## config.mk

```make
export PLATFORM = sky130hd
export DESIGN_NAME = sram_like_arbiter
export DESIGN_NICKNAME = d
export VERILOG_FILES = /design/src/rtl/sram_like_arbiter_pkg.sv /design/src/rtl/sram_like_arbiter_prio_pick.sv /design/src/rtl/sram_like_arbiter.sv
export SDC_FILE = /design/constraint.sdc
export NUM_CORES = 1
export LEC_CHECK = 0
export BUFFER_PORTS_ARGS = -buffer_cell sky130_fd_sc_hd__buf_2
export CORE_ASPECT_RATIO = 1.5
export CORE_MARGIN = 10
export CORE_UTILIZATION = 45
export CTS_CLUSTER_DIAMETER = 120
export DETAILED_ROUTE_END_ITERATION = 8
export PLACE_DENSITY = 0.88
export SYNTH_ARGS = -nofsm -noshare
export SYNTH_HDL_FRONTEND = slang
export SYNTH_SLANG_ARGS = --single-unit
```

## constraint.sdc

```tcl
create_clock -name clk -period 2.9 [get_ports clk]
set_input_delay 0 -clock clk [delete_from_list [all_inputs] [get_ports clk]]
set_output_delay 0 -clock clk [all_outputs]
set_load 0.05 [all_outputs]
```

## src/rtl/sram_like_arbiter_pkg.sv

```systemverilog
// Shared encodings for the sram-like arbiter.
// FSM states and sram-like transfer sizes.
package sram_like_arbiter_pkg;

    typedef enum logic [1:0] {
        ARB_IDLE = 2'd0,
        ARB_ADDR = 2'd1,
        ARB_RESP = 2'd2
    } arb_state_e;

    localparam logic [1:0] SZ_BYTE = 2'd0;
    localparam logic [1:0] SZ_HALF = 2'd1;
    localparam logic [1:0] SZ_WORD = 2'd2;

endpackage

```

## src/rtl/sram_like_arbiter_prio_pick.sv

```systemverilog
// Winner select between inst and data ports.
// Data wins ties until inst has lost STARVE_MAX grants in a row.
module arb_prio_pick #(
    parameter int STARVE_MAX = 4
) (
    input  logic clk,
    input  logic rst,
    input  logic i_req,
    input  logic d_req,
    input  logic grant_fire,
    output logic pick_data
);

    localparam int CW = $clog2(STARVE_MAX + 1);

    logic [CW-1:0] cnt_q;
    logic [CW-1:0] cnt_d;
    logic          starved;

    assign starved   = (cnt_q == CW'(STARVE_MAX));
    assign pick_data = d_req && !(i_req && starved);

    always_comb begin
        cnt_d = cnt_q;
        if (grant_fire) begin
            if (!pick_data) begin
                cnt_d = '0;
            end else if (i_req && !starved) begin
                cnt_d = cnt_q + CW'(1);
            end
        end
    end

    always_ff @(posedge clk or posedge rst) begin
        if (rst) begin
            cnt_q <= '0;
        end else begin
            cnt_q <= cnt_d;
        end
    end

endmodule

```

## src/rtl/sram_like_arbiter.sv

```systemverilog
// Shares one sram-like master port between inst and data slaves.
// One outstanding transaction; response routed to the registered owner.
module sram_like_arbiter
    import sram_like_arbiter_pkg::*;
#(
    parameter int ADDR_W     = 32,
    parameter int DATA_W     = 32,
    parameter int STARVE_MAX = 4
) (
    input  logic              clk,
    input  logic              rst,
    input  logic              i_req,
    input  logic [ADDR_W-1:0] i_addr,
    output logic              i_addr_ok,
    output logic              i_data_ok,
    output logic [DATA_W-1:0] i_rdata,
    input  logic              d_req,
    input  logic              d_wr,
    input  logic [1:0]        d_size,
    input  logic [ADDR_W-1:0] d_addr,
    input  logic [DATA_W-1:0] d_wdata,
    output logic              d_addr_ok,
    output logic              d_data_ok,
    output logic [DATA_W-1:0] d_rdata,
    output logic              m_req,
    output logic              m_wr,
    output logic [1:0]        m_size,
    output logic [ADDR_W-1:0] m_addr,
    output logic [DATA_W-1:0] m_wdata,
    input  logic              m_addr_ok,
    input  logic              m_data_ok,
    input  logic [DATA_W-1:0] m_rdata
);

    arb_state_e        state_q;
    logic              owner_q;
    logic              wr_q;
    logic [1:0]        size_q;
    logic [ADDR_W-1:0] addr_q;
    logic [DATA_W-1:0] wdata_q;

    logic grant_fire;
    logic pick_data;
    logic done;
    logic in_addr;

    assign in_addr    = (state_q == ARB_ADDR);
    assign grant_fire = !rst && (state_q == ARB_IDLE) && (i_req || d_req);

    arb_prio_pick #(
        .STARVE_MAX(STARVE_MAX)
    ) u_pick (
        .clk       (clk),
        .rst       (rst),
        .i_req     (i_req),
        .d_req     (d_req),
        .grant_fire(grant_fire),
        .pick_data (pick_data)
    );

    // Stale m_data_ok in IDLE, or in ADDR without m_addr_ok, is dropped here.
    assign done = (in_addr && m_addr_ok && m_data_ok)
               || ((state_q == ARB_RESP) && m_data_ok);

    assign i_addr_ok = grant_fire && !pick_data;
    assign d_addr_ok = grant_fire && pick_data;
    assign i_data_ok = done && !owner_q;
    assign d_data_ok = done && owner_q;
    assign i_rdata   = i_data_ok ? m_rdata : '0;
    assign d_rdata   = d_data_ok ? m_rdata : '0;

    assign m_req   = in_addr;
    assign m_wr    = in_addr ? wr_q    : 1'b0;
    assign m_size  = in_addr ? size_q  : 2'b00;
    assign m_addr  = in_addr ? addr_q  : '0;
    assign m_wdata = in_addr ? wdata_q : '0;

    always_ff @(posedge clk or posedge rst) begin
        if (rst) begin
            state_q <= ARB_IDLE;
            owner_q <= 1'b0;
            wr_q    <= 1'b0;
            size_q  <= 2'b00;
            addr_q  <= '0;
            wdata_q <= '0;
        end else begin
            unique case (state_q)
                ARB_IDLE: begin
                    if (grant_fire) begin
                        state_q <= ARB_ADDR;
                        owner_q <= pick_data;
                        if (pick_data) begin
                            wr_q    <= d_wr;
                            size_q  <= d_size;
                            addr_q  <= d_addr;
                            wdata_q <= d_wdata;
                        end else begin
                            wr_q    <= 1'b0;
                            size_q  <= SZ_WORD;
                            addr_q  <= i_addr;
                            wdata_q <= '0;
                        end
                    end
                end
                ARB_ADDR: begin
                    if (m_addr_ok) begin
                        state_q <= m_data_ok ? ARB_IDLE : ARB_RESP;
                    end
                end
                ARB_RESP: begin
                    if (m_data_ok) begin
                        state_q <= ARB_IDLE;
                    end
                end
                default: state_q <= ARB_IDLE;
            endcase
        end
    end

endmodule
```

# After elaboration in Yosys (flattened, before gate mapping)
# Index checks and enable logic that the tools add are counted.
classes:
  add_sub_neg: 1
  n_eq_ne: 7
  n_mux: 17
  n_reduce_logical: 23
op_table:
  columns: ["op", "count"]
  rows:
  - ["32-bit 2-to-1 mux", 6]
  - ["1-bit logical AND", 12]
  - ["2-bit 2-to-1 mux", 6]
  - ["3-bit 2-to-1 mux", 2]
  - ["2-bit inequality test, second input constant", 3]
  - ["2-bit case mux with 3 select lines", 1]
  - ["1-bit zero test", 5]
  - ["2-bit AND reduction", 2]
  - ["3-bit by 1-bit adder with 3-bit output, second input constant", 1]
  - ["3-bit equality test, second input constant", 1]
  - ["3-bit AND reduction", 1]
  - ["2-bit by 1-bit equality test with 1-bit output, second input constant", 1]
  - ["2-bit equality test, second input constant", 1]
  - ["2-bit zero test", 1]
  - ["1-bit logical OR", 2]
  - ["1-bit 2-to-1 mux", 2]
  - ["2-bit by 1-bit inequality test with 1-bit output, second input constant", 1]
word_totals:
  ff_bits: 73
  inputBits: 137
  out_inout_bits: 136

# Longest topological paths before layout
logic_depth:
  word_depth: 6
  ltp_mapped: 8

# Hierarchy
# Synthesis repeated with hierarchy kept, for this count alone.
unflattened:
  hier_cells: 436
  hier_area_um2: 4500.6
by_module_without_submodules:
  columns: ["mod", "instances", "cells_per_inst", "area_per_inst_um2"]
  rows:
  - ["sram_like_arbiter", 1, 417, 4307.9]
  - ["arb_prio_pick", 1, 19, 192.7]

# Worst setup path before layout
# OpenSTA, ideal clock, no wires.
synth_timing:
  kind: "register to output"
  from: "reg state_q[0]"
  to: "out i_rdata[22]"
  arrival_ns: 2.119
  slack_ns: 0.781
  stages_incl_launch_ff: 5
  path_buffers: 1
  cell_sequence: "dfrtp_1 > nand2b_1 > a211oi_1 > clkbuf_1 > and2_1"
synth_via:
  elab_chain_len: 6
  word_cells_on_any_way: 8
synth_rtl:
  columns: ["element", "line", "rtl"]
  rows:
  - ["from (decl)", "sram_like_arbiter.sv:35", "arb_state_e state_q;"]
  - ["from (signal assigned)", "sram_like_arbiter.sv:107", "state_q <= m_data_ok ? ARB_IDLE : ARB_RESP;"]
  - ["2-bit by 1-bit equality test with 1-bit output", "sram_like_arbiter.sv:47", "assign in_addr = (state_q == ARB_ADDR);"]
  - ["1-bit logical AND (2 in a row)", "sram_like_arbiter.sv:62", "assign done = (in_addr && m_addr_ok && m_data_ok)"]
  - ["1-bit logical OR (*)", "sram_like_arbiter.sv:63", "|| ((state_q == ARB_RESP) && m_data_ok);"]
  - ["1-bit logical AND (*)", "sram_like_arbiter.sv:67", "assign i_data_ok = done && !owner_q;"]
  - ["named net i_data_ok", "sram_like_arbiter.sv:15", "output logic i_data_ok,"]
  - ["32-bit 2-to-1 mux (*)", "sram_like_arbiter.sv:69", "assign i_rdata = i_data_ok ? m_rdata : '0;"]
  - ["to (decl)", "sram_like_arbiter.sv:16", "output logic [DATA_W-1:0] i_rdata,"]
# The timed path passes the listed nets; every way through them passes the cells marked *.

# Worst setup path after layout
layout_timing:
  from: "reg state_q[1]"
  to: "reg addr_q[29]"
layout_via:
  elab_chain_len: 4
layout_rtl:
  columns: ["element", "line", "rtl"]
  rows:
  - ["2-bit zero test (*)", "sram_like_arbiter.sv:48, sram_like_arbiter.sv:87", null]
  - ["1-bit logical AND (2 in a row)", "sram_like_arbiter.sv:48", "assign grant_fire = !rst && (state_q == ARB_IDLE) && (i_req || d_req);"]
  - ["2-bit AND reduction (no source line) (*)", null, null]
  - ["to (signal assigned)", "sram_like_arbiter.sv:95", "addr_q <= d_addr;"]
  - ["to (signal assigned)", "sram_like_arbiter.sv:100", "addr_q <= i_addr;"]
  - ["to (decl)", "sram_like_arbiter.sv:39", "logic [ADDR_W-1:0] addr_q;"]
# Mark *: on every way between the ends. The rest lies on a longest branch, timed or not.
# A chain may end at the register's enable or synchronous reset.

==> summary.md <==
| Metric | Value |
|---|---|
| Root buffer cell | `clkbuf_16` |
| Bufs on Longest Clock Path | `2` |
| Total GRT Usage | `25.8%` |
| R2R Setup Slk | `0.12 ns` |
| Critical path required time | `3.17 ns` |
| Post_cts resized | `0` |
| Synth Register Bits | `73` |
| Maxcap violations | `0` |
| Cell variety after synth | `28` |
| Primary FF master, synth | `dfrtp_1` |
| Clk Latency, worst-skew pair | `0.34 ns` |
| Worst R2R Start | `state_q[1]` |
| Max-slew headroom | `33.6%` |
| Initial core utilization | `46.3%` |
| Final WS setup | `0.122 ns` |
| Fmax achieved | `360 MHz` |
| Post-detail-place hpwl | `11000 um` |
| TritonRoute pass-1 iters | `4` |
| Die ar. | `12900 sq um` |
| Post-synth top area cell | `dfrtp_1` |
| Cells after DPL | `727` |
| CTS Sinks | `73` |
| Synth Cell Area | `3920 sq um` |
| Synthesized area per cell | `10.4 sq um` |
| Synth cell count leaders | `131 x and2_1, 73 x dfrtp_1, 35 x a22o_1` |
| Clock skew | `0.0119 ns` |
| Met2 wire len | `9080 um` |
| Worst setup SP type | `register` |
| Final period util | `95.8%` |
| Post-synthesis compound-gate area fraction | `24.0%` |
| Initial antenna violation count | `1` |
| Design area | `6630 sq um` |
| Tightest Hold Check Type | `input port to async pin` |
| Vias in the first global route | `4662` |
| M1 WL | `6040 um` |
| Warnings from Yosys | `0` |
| FF-to-FF End | `addr_q[29]` |
| Share of cells above drive strength 1 | `40.8%` |
| Clk slew on worst S/H paths | `0.07 ns` |
| Top Ports | `273` |
| Top-area cell type share of the netlist area | `46.7%` |
| Met3 wire len | `1670 um` |
| XOR/XNOR share of the synthesized area | `0%` |
| Post-Synth Simple-Gate Area | `23.8%` |
| Layout area overhead | `69.4%` |
| Seq/Total Area, Yosys | `46.7%` |
| RSZ-0062 raised after global routing | `no` |
| Setup Buffers After CTS | `0` |
| Pre-CTS setup slack | `0.740 ns` |
| Final ANT Viol Nets | `0` |
| H-tree levels | `3` |
| Vias per inst | `5.35` |
| Num CTS Buffers | `9` |
| Final wirelength | `17400 um` |
| Slew @ Worst Pin | `0.996 ns` |
| Drt drc | `0` |
| PD cells | `783 nW/um^2` |
| Post-synthesis mux area share | `0%` |
| GPL Wtd Cong | `0.858` |
| Hold Violations, Final | `0` |
| Fin util | `78.4%` |
| Most common cell in the netlist | `and2_1` |
| Adder-cell area share of the yosys netlist | `0.639%` |
| Top cells by area, synth | `dfrtp_1 47%, and2_1 21%, a221o_1 8.2%` |
| Initial DRC count | `235` |
| Async S/R FF share, synth | `100%` |
| CP Max Fanout | `23` |
| Arr. time, crit path | `3.04 ns` |
| WL/cell | `20.5 um` |
| Static Leak | `3.64 nW` |
| Largest family of logic cells by synthesized area | `compound AO/OA/AOI/OAI gates` |
| Final setup viols | `0` |
| CTS tree | `built` |
| Critical path class | `register to register` |
| Setup_tns | `0 ns` |
| Fin crit period | `2.78 ns` |
| Max layer used | `met4` |
| Rows | `41` |
| Pin count of the biggest net entering global routing | `70` |
| Final nets | `874` |
| Area of the core | `8460 sq um` |
| Grt ovf | `0` |
| Status | `complete, no violations` |
| CP Capture Type | `register` |
| Count of hold buffers inserted by post-cts repair | `104` |
| Placed cell areas | `5320 sq um` |
| Buffers on Ports | `272` |
| Cell count after synthesis | `375` |
| Syn nets | `514` |
| Slew Viols, Final | `0` |
| Die Wd | `96.2 um` |
| DR vias | `4540` |
| Post-Layout Cell Count | `848` |
| R2R cell count | `5` |
| Die Ht | `134 um` |
| VDD IR max | `0.478 mV` |
| EDFF count, synth | `0` |
| Global-route wire length before repair | `26000 um` |
-- state kept, by name, summed over array words and instances, names as in the netlist --
| register | count |
|---|---|
| wr_q | 1 |
| wdata_q | 32 |
| state_q | 2 |
| owner_q | 1 |
| u_pick.cnt_q | 3 |
| size_q | 2 |
| addr_q | 32 |
-- kinds of logic after synthesis --
group	count (synthesis)
AOI/OAI and AO/OA	109
adders and majority gates	2
buffers and inverters	41
DFF	73
and+or+nand+nor	150
-- worst max-delay path by stage --
stage          startpoint     endpoint  cells past startpoint  slack [ns]
3_5_place_dp   state_q[1]   addr_q[26]                      4        0.74
2_1_floorplan  state_q[0]  i_rdata[22]                      4        0.78
5_1_grt        state_q[0]   addr_q[29]                      5       0.002
4_1_cts        state_q[1]   addr_q[26]                      5        0.19
3_3_place_gp   state_q[1]   addr_q[27]                      4        0.80
6_report       state_q[1]   addr_q[29]                      5        0.12
-- per-layer routing --
metal,up-vias,track usage (%)
li1,2051,-
met1,2167,28.2
met2,281,44.7
met3,41,7.21
met4,0,10.7
met5,-,0
-- cell usage in the layout (no fill, tap or decap), types with 3 or more instances in the layout --
master,count
inv_1,5
nand2b_1,3
buf_2,272
dfrtp_1,73
nand2_1,6
clkbuf_16,9
dlygate4sd3_1,104
a221o_1,32
a21oi_1,3
and2_1,131
a22o_1,35
buf_4,8
a21boi_0,32
-- cell type report --
type	instances	area, sq um
inverter	6	22.5
fill	544	1830
sequential	73	1830
tap	107	134
timing repair buffer	384	2460
clock inverter	6	42.5
antenna	1	2.50
clock buffer	10	229
multi-input combinational	261	1910
-- stage by stage --
| step | total power [mW] | hold slack, ns |
|---|---|---|
| finish | 5.19 | 0.317 |
| global route | 5.42 | 0.370 |
| floorplan | 3.20 | 0.0631 |
| CTS | 5.11 | 0.332 |
| detailed placement | 3.75 | 0.119 |
| global placement | 3.68 | 0.103 |
-- report_power, final --
| part | leakage, nW | switching, mW | internal (mW) |
|---|---|---|---|
| Combinational | 2.58 | 1.54 | 1.02 |
| Clock | 0.129 | 0.434 | 0.580 |
| Sequential | 0.923 | 0.222 | 1.40 |
-- critical path, cell delays in order (launching register included) --
cell and delay [ns]:
dfrtp_1 0.43, or4b_1 0.68, a21oi_4 0.56, buf_4 0.30, a221o_1 0.16, dlygate4sd3_1 0.57
No activity file was read; power rests on OpenSTA's default activity.
